[config.mk]
export PLATFORM = sky130hd
export DESIGN_NAME = pattern_sequencer
export DESIGN_NICKNAME = d
export VERILOG_FILES = /design/src/rtl/seq_pkg.sv /design/src/rtl/pattern_rom.sv /design/src/rtl/pattern_sequencer.sv
export SDC_FILE = /design/constraint.sdc
export NUM_CORES = 1
export LEC_CHECK = 0
export ABC_AREA = 1
export BUFFER_PORTS_ARGS = -buffer_cell sky130_fd_sc_hd__buf_2
export CORE_MARGIN = 8
export CORE_UTILIZATION = 30
export DETAILED_ROUTE_END_ITERATION = 10
export HOLD_SLACK_MARGIN = 0.06
export PLACE_DENSITY = 0.56
export SLEW_MARGIN = 20
export SYNTH_ARGS = -nofsm -noshare
export SYNTH_HDL_FRONTEND = slang
export SYNTH_SLANG_ARGS = --single-unit
[constraint.sdc]
create_clock -name clk -period 4 [get_ports clk]
set_input_delay 1.2 -clock clk [delete_from_list [all_inputs] [get_ports clk]]
set_output_delay 1.2 -clock clk [all_outputs]
set_load 0.05 [all_outputs]
[src/rtl/seq_pkg.sv]
// Shared definitions for the LED pattern sequencer: state encoding,
// parameter defaults and the pattern table.
package seq_pkg;

    typedef enum logic [1:0] {
        ST_IDLE  = 2'd0,
        ST_RUN   = 2'd1,
        ST_PAUSE = 2'd2,
        ST_DONE  = 2'd3
    } seq_state_e;

    localparam int NSTEPS_DEF = 8;
    localparam int LEDW_DEF   = 8;

    // Walking one; entries 0..7 form the default 8-step, 8-bit pattern.
    // The table supports up to 16 steps and LED words up to 16 bits.
    localparam logic [15:0] PATTERN [16] = '{
        16'h0001, 16'h0002, 16'h0004, 16'h0008,
        16'h0010, 16'h0020, 16'h0040, 16'h0080,
        16'h0100, 16'h0200, 16'h0400, 16'h0800,
        16'h1000, 16'h2000, 16'h4000, 16'h8000
    };

endpackage

[src/rtl/pattern_rom.sv]
// Combinational lookup of the LED word for a given step index.
module pattern_rom
    import seq_pkg::*;
#(
    parameter int NSTEPS = NSTEPS_DEF,
    parameter int LEDW   = LEDW_DEF
) (
    input  logic [$clog2(NSTEPS)-1:0] step,
    output logic [LEDW-1:0]           word
);

    logic [3:0] idx_s;

    // Table lookup, index zero-extended to the table depth
    always_comb begin
        idx_s = 4'(step);
        word  = PATTERN[idx_s][LEDW-1:0];
    end

endmodule

[src/rtl/pattern_sequencer.sv]
// Steps an LED pattern on upstream timer ticks, with start/pause/abort
// control, optional looping and a timer-clear pulse on every entry to RUN.
module pattern_sequencer
    import seq_pkg::*;
#(
    parameter int NSTEPS = NSTEPS_DEF,
    parameter int LEDW   = LEDW_DEF
) (
    input  logic                      clk,
    input  logic                      reset,
    input  logic                      tick,
    input  logic                      start,
    input  logic                      stop,
    input  logic                      loop,
    output logic [LEDW-1:0]           leds,
    output logic [$clog2(NSTEPS)-1:0] step,
    output logic                      busy,
    output logic                      done,
    output logic                      timer_clr
);

    localparam int SW = $clog2(NSTEPS);
    localparam logic [SW-1:0] LAST_STEP = SW'(NSTEPS - 1);

    seq_state_e     state_r;
    seq_state_e     state_nxt_s;
    logic [SW-1:0]  step_r;
    logic [SW-1:0]  step_nxt_s;
    logic [LEDW-1:0] leds_r;
    logic [LEDW-1:0] leds_nxt_s;
    logic [LEDW-1:0] rom_word_s;
    logic           timer_clr_r;
    logic           clr_nxt_s;

    // LED word for the step about to be registered, so leds track step with no lag
    pattern_rom #(
        .NSTEPS (NSTEPS),
        .LEDW   (LEDW)
    ) u_rom (
        .step (step_nxt_s),
        .word (rom_word_s)
    );

    // Next-state, next-step and timer-clear decode; stop always dominates start
    always_comb begin
        state_nxt_s = state_r;
        step_nxt_s  = step_r;
        clr_nxt_s   = 1'b0;
        case (state_r)
            ST_IDLE: begin
                if (stop) begin
                    step_nxt_s = '0;
                end else if (start) begin
                    state_nxt_s = ST_RUN;
                    step_nxt_s  = '0;
                    clr_nxt_s   = 1'b1;
                end else begin
                    step_nxt_s = '0;
                end
            end
            ST_RUN: begin
                if (stop) begin
                    state_nxt_s = ST_PAUSE;
                end else if (tick) begin
                    if (step_r != LAST_STEP) begin
                        step_nxt_s = step_r + SW'(1);
                    end else if (loop) begin
                        step_nxt_s = '0;
                    end else begin
                        state_nxt_s = ST_DONE;
                    end
                end else begin
                    state_nxt_s = ST_RUN;
                end
            end
            ST_PAUSE: begin
                if (stop) begin
                    state_nxt_s = ST_IDLE;
                    step_nxt_s  = '0;
                end else if (start) begin
                    state_nxt_s = ST_RUN;
                    clr_nxt_s   = 1'b1;
                end else begin
                    state_nxt_s = ST_PAUSE;
                end
            end
            ST_DONE: begin
                if (stop) begin
                    state_nxt_s = ST_IDLE;
                    step_nxt_s  = '0;
                end else if (start) begin
                    state_nxt_s = ST_RUN;
                    step_nxt_s  = '0;
                    clr_nxt_s   = 1'b1;
                end else begin
                    state_nxt_s = ST_DONE;
                end
            end
            default: begin
                state_nxt_s = ST_IDLE;
                step_nxt_s  = '0;
            end
        endcase
    end

    // LEDs are dark in IDLE, otherwise show the pattern word for the step
    always_comb begin
        if (state_nxt_s == ST_IDLE) begin
            leds_nxt_s = '0;
        end else begin
            leds_nxt_s = rom_word_s;
        end
    end

    // State and output registers
    always_ff @(posedge clk or negedge reset) begin
        if (!reset) begin
            state_r     <= ST_IDLE;
            step_r      <= '0;
            leds_r      <= '0;
            timer_clr_r <= 1'b0;
        end else begin
            state_r     <= state_nxt_s;
            step_r      <= step_nxt_s;
            leds_r      <= leds_nxt_s;
            timer_clr_r <= clr_nxt_s;
        end
    end

    assign leds      = leds_r;
    assign step      = step_r;
    assign timer_clr = timer_clr_r;
    assign busy      = (state_r == ST_RUN);
    assign done      = (state_r == ST_DONE);

endmodule

# Word-level counts from Yosys, hierarchy flattened
# Memories as Yosys holds them, arrays and structs flattened.
# Index checks and enable logic that the tools add are counted.
[totals] elab_cells=40 in_bits=6 n_memories=1 mem_bits_ro=256 output_inout_bits=14 register_bits=14
[mem_list] memory="(no name shown)" depth=16 word_bits=16 read_ports=1 rd_ports_with_merged_regs=0 write_ports=0 line_no="pattern_rom.sv:17" rtl="word = PATTERN[idx_s][LEDW-1:0];"
[op_classes] n_bitwise=1 n_reduce_logical=3 add_sub_neg=1 magnitude_cmp=1 n_eq_ne=4 n_mux=25
[ops] op="$mux 8" n=3
[ops] op="$mux 3" n=7
[ops] op="$mux 2" n=10
[ops] op="$pmux 3 s4" n=1
[ops] op="$pmux 2 s4" n=1
[ops] op="$ge 5x5->1 const B" n=1
[ops] op="$not 3->5" n=1
[ops] op="$eq 2x2->1 const B" n=2
[ops] op="$logic_not 2->1" n=2
[ops] op="$add 3x1->3 const B" n=1
[ops] op="$mux 1" n=3
[ops] op="$ne 3x3->1 const B" n=1
[ops] op="$reduce_or 3->1" n=1
[ops] op="$eq 2x1->1 const B" n=1

# Depth between registers and ports, before layout
[depth] word_depth=10 mapped_depth=10 depth_no_buf=10

# Modules after synthesis
# Synthesis repeated with hierarchy kept, for this count alone.
[unflattened] hier_cells=87 hier_area_um2=747.0
[modules_own_cells] mod="pattern_sequencer" seq_area_each_um2=350.3 cells_each=72 area_each_um2=690.7 n_inst=1
[modules_own_cells] mod="pattern_rom" seq_area_each_um2=0.0 cells_each=15 area_each_um2=56.3 n_inst=1

# Worst setup path after synthesis
# Ideal clock, no wire load.
[synth_path] path_type="reg2out" from="register state_r[1]" to="output port busy" path_buffers=0 arrival_ns=0.836 setup_slack_ns=1.964 path_stages_with_launch=2 cell_sequence="dfrtp_1 nor2_4"
[synth_via] elab_chain_cells=1
[synth_rtl] element="start, declared" line_no="pattern_sequencer.sv:25" rtl="seq_state_e state_r;"
[synth_rtl] element="start signal, assigned" line_no="pattern_sequencer.sv:123" rtl="state_r <= state_nxt_s;"
[synth_rtl] element="$eq 2x1->1" line_no="pattern_sequencer.sv:133" rtl="assign busy = (state_r == ST_RUN);"
[synth_rtl] element="end, declared" line_no="pattern_sequencer.sv:17" rtl="output logic busy,"
# No other way between the ends.

# Final worst setup path
# Ends and elaborated chain as after synthesis.

==> summary by stage <==
Status
The flow ran to the end, and the final reports show no timing, DRC or antenna violations.

STA
The setup slack after layout is 1.502 ns. Dividing the final minimum period by the clock period gives 62.45%. The number of pins exceeding their max-slew limit in the final report is 0. The count of final setup violators is 0. The worst pin sits at a relative slew slack of 79.22%.

Based on the critical path, the design can be clocked at up to 0.4003 GHz. The final critical delay including setup and external delays is 2.498 ns. The final clock skew is 0.001489 ns.

Setup repair after global routing left no endpoint under its margin. The slew at the pin with the worst max-slew slack is 0.3117 ns. The total count of hold-check failures in the final report is 0. Setup total negative slack on the finished layout was measured at 0 ns.

Worst setup path
Of all nets on the critical path, the largest fanout is 8. The worst setup path is of the reg2out kind. The worst reg-to-reg path cell count is 7.

In this run the worst setup path begins at state_r[1]. The endpoint arrival time on the critical path is 1.30 ns. In this run the register-to-register setup slack is 2.39 ns. The data required time at the worst endpoint is 2.80 ns. The worst setup path is captured at an output pin. The element type at the critical path start is a flop. The startpoint of the worst-slack reg-to-reg timing path is step[0]. The worst register-to-register path ends at leds[1].

Global route
Global routing consumed, over all layers together, 7.444% of the routing resources. The layer flagged by global routing as most heavily used is met2. The global-route track usage on met2 is 14.04%.

The global route total overflow is 0. For this run, global-route usage on met1 was measured as 7.194%. In the global route stage, met3 resource usage came out at 3.952%. The first-pass GRT wire length is 2.504 mm.

Entering global routing, the biggest net connects 15 pins. The via count of the first global-routing pass is 594. The initial antenna violation count is 0.

Floorplan
From bottom edge to top edge, the die measures 64.46 um. The total I/O pin count is 20. The initial utilization of the core area, before any placement, comes to 31.84%. The die covers 4154 um2.

The area of the core is 2212 um2. The floorplan has 17 rows. Measured along the x axis, the die boundary spans 64.46 um.

Cells and area
From synthesis to final layout, the design area changed by 23.62%. 0 antenna diodes ended up in the layout. In the final layout, the multi-input gates occupy 301.5 um2. Registers take 350.3 um2. The fraction of final layout cells with drive strength greater than 1 is 33.96%. Fill cells in the final layout number 245.

With fillers left out, the area of the finished cells amounts to 870.8 um2. The number of nets in the finished design is 116. For this run, the number of standard cells in the final layout without fillers is 134.

Power
The switching power summed over all nets is 84.95 uW. The clock power share is 33.3%. In this run the static leakage power is 0.0005271 uW. The internal portion of the total power is 214.0 uW. The sequential cell fraction of total power is 50.3%. Net switching is 28.42% of the power.

The combinational fraction of design power is 16.4%. Across the VDD grid, the largest voltage drop is 0.3447 mV. Dividing total power by cell area gives a power density of 343.3 nW/um2.

Clocking
The number of buffers inserted by hold repair at cts is 0. In this run, post-CTS repair resized a total of 0 instances. The number of setup buffers added after CTS is 0. The CTS tree is done. The buffer levels on the longest clock path is 2. CTS saw 14 sinks. Counting the buffers created by CTS gives 3. CTS placed an instance of sky130_fd_sc_hd__clkbuf_4 at the clock tree root. Clock latency on the worst-skew pair, taken at its later pin, is 0.27 ns.

CTS built an H-tree with a depth of 1. The clock slew seen by the registers of the worst setup and hold paths is 0.08 ns.

Worst hold path
The worst hold path begins at state_r[0]. The worst hold path terminates at state_r[0]. The min-delay analysis places its worst path in the category reg2reg. The worst hold path passes through 2 cells.

Place
At the placement stage, the worst setup path has a slack of 1.807 ns. At the end of routability-driven placement, the weighted congestion stood at 0.7695. The placed instances occupy a cell area of 834.6 um2. The wire-length estimate of the detail-placed layout is 1.202 mm. Once placement completed, the tool counted placed cells totaling 130.

The count of buffers added on input and output ports is 19.

Route
The number of vias per cell after detailed routing is 4.269. The first routing iteration left 9 violations. The remaining routing DRC violations is 0.

After detailed routing, the average wire length per cell comes to 10.71 um. The total detailed-routing wirelength is 1.435 mm. The final route contains 572 vias. The detail route stage leaves a number of antenna-violating nets equal to 0. The number of iterations in the first detailed-routing pass is 3.

Synth
The cell area that synthesis handed to floorplanning was 704.4 um2. The number of cells produced by synthesis is 83. The per-instance average area after synthesis is 8.487 um2.

For this run, the number of Yosys warnings is 0. The share of the yosys chip area belonging to registers is 49.73%. The number of library cell types mapped by synthesis is 14.

The number of nets in the synthesized netlist is 92. The count of state elements after synthesis is 14.

Job
Across the run, the number of max-cap violations was 0.
==> worst max path at each step <==
| stage | end | slack [ns] | cells past startpoint |
|---|---|---|---|
| floorplan | busy | 1.96 | 1 |
| global placement | busy | 1.83 | 2 |
| detailed placement | busy | 1.81 | 2 |
| CTS | busy | 1.49 | 2 |
| global route | busy | 1.43 | 2 |
| finish | busy | 1.50 | 2 |
==> metrics by stage <==
| step | hold WS [ns] | power [uW] | utilization (%) |
|---|---|---|---|
| finish | 0.6037 | 298.9 | 39.37 |
| global route | 0.6679 | 315.6 | 39.37 |
| CTS | 0.6092 | 303.4 | 39.37 |
| detailed placement | 0.5881 | 203.4 | 37.73 |
| global placement | 0.5917 | 202.9 | 37.73 |
| floorplan | 0.5404 | 188.3 | - |
==> worst max-delay path, cell delays in order (launching register included) <==
cell and delay, ns:
sky130_fd_sc_hd__dfrtp_1 0.46, sky130_fd_sc_hd__nor2_4 0.25, sky130_fd_sc_hd__buf_2 0.31
==> cell usage after synthesis (all sizes together) <==
master,instances,area [um2]
inv,14,52.55
nor2,11,58.81
nor3,1,5.000
a21oi,1,16.27
nand3,11,65.06
nand2,27,113.9
ha,3,37.54
dfrtp,14,350.3
o21ai,1,5.000
==> placed cells by master (no fill, tap or decap) <==
master,synthesis,layout
sky130_fd_sc_hd__o21ai_0,1,1
sky130_fd_sc_hd__nor2_2,1,1
sky130_fd_sc_hd__nand3_2,2,2
sky130_fd_sc_hd__dfrtp_1,14,14
sky130_fd_sc_hd__clkbuf_8,0,1
sky130_fd_sc_hd__nand2_1,22,22
sky130_fd_sc_hd__inv_1,12,12
sky130_fd_sc_hd__inv_2,2,2
sky130_fd_sc_hd__clkbuf_4,0,3
sky130_fd_sc_hd__nor2_4,2,2
sky130_fd_sc_hd__ha_1,3,3
sky130_fd_sc_hd__nor2_1,8,8
sky130_fd_sc_hd__buf_2,0,19
sky130_fd_sc_hd__nor3_1,1,1
sky130_fd_sc_hd__nand3_1,9,9
sky130_fd_sc_hd__nand2_2,5,5
sky130_fd_sc_hd__a21oi_4,1,1
==> sequential cells by signal, indices dropped and copies added (netlist names) <==
signal / count
leds: 8
state_r: 2
step: 3
timer_clr: 1
==> final cells by class <==
type	count	share of cell area, %
Sequential cell	14	40.23
Multi-Input combinational cell	55	34.63
Clock buffer	4	4.167
Inverter	14	6.034
Timing Repair Buffer	19	10.92
Tap cell	28	4.023
==> layer usage <==
metal	share of wire, %	wire (um)
met5	0	0
met4	0	0
met3	5.9	85
met2	52	747
met1	42	602
==> cells by family (layout without fill, tap and decap cells) <==
group / Yosys count / count (layout) / share of synthesized area [%]
flops: 14 / 14 / 49.73
compound gates: 2 / 2 / 3.019
simple gates: 50 / 50 / 34.46
fa+ha+maj: 3 / 3 / 5.329
buf+inv: 14 / 37 / 7.460
==> power by group through the flow <==
stage | clock network (uW) | logic (uW) | registers [uW]
after floorplan | 0 | 23.2 | 165
after global placement | 0 | 49.8 | 153
after detailed placement | 0 | 50.1 | 153
after CTS | 103 | 50.3 | 150
after global routing | 110 | 54.5 | 151
final | 99.4 | 49.1 | 150
No activity file was read; power rests on OpenSTA's default activity.
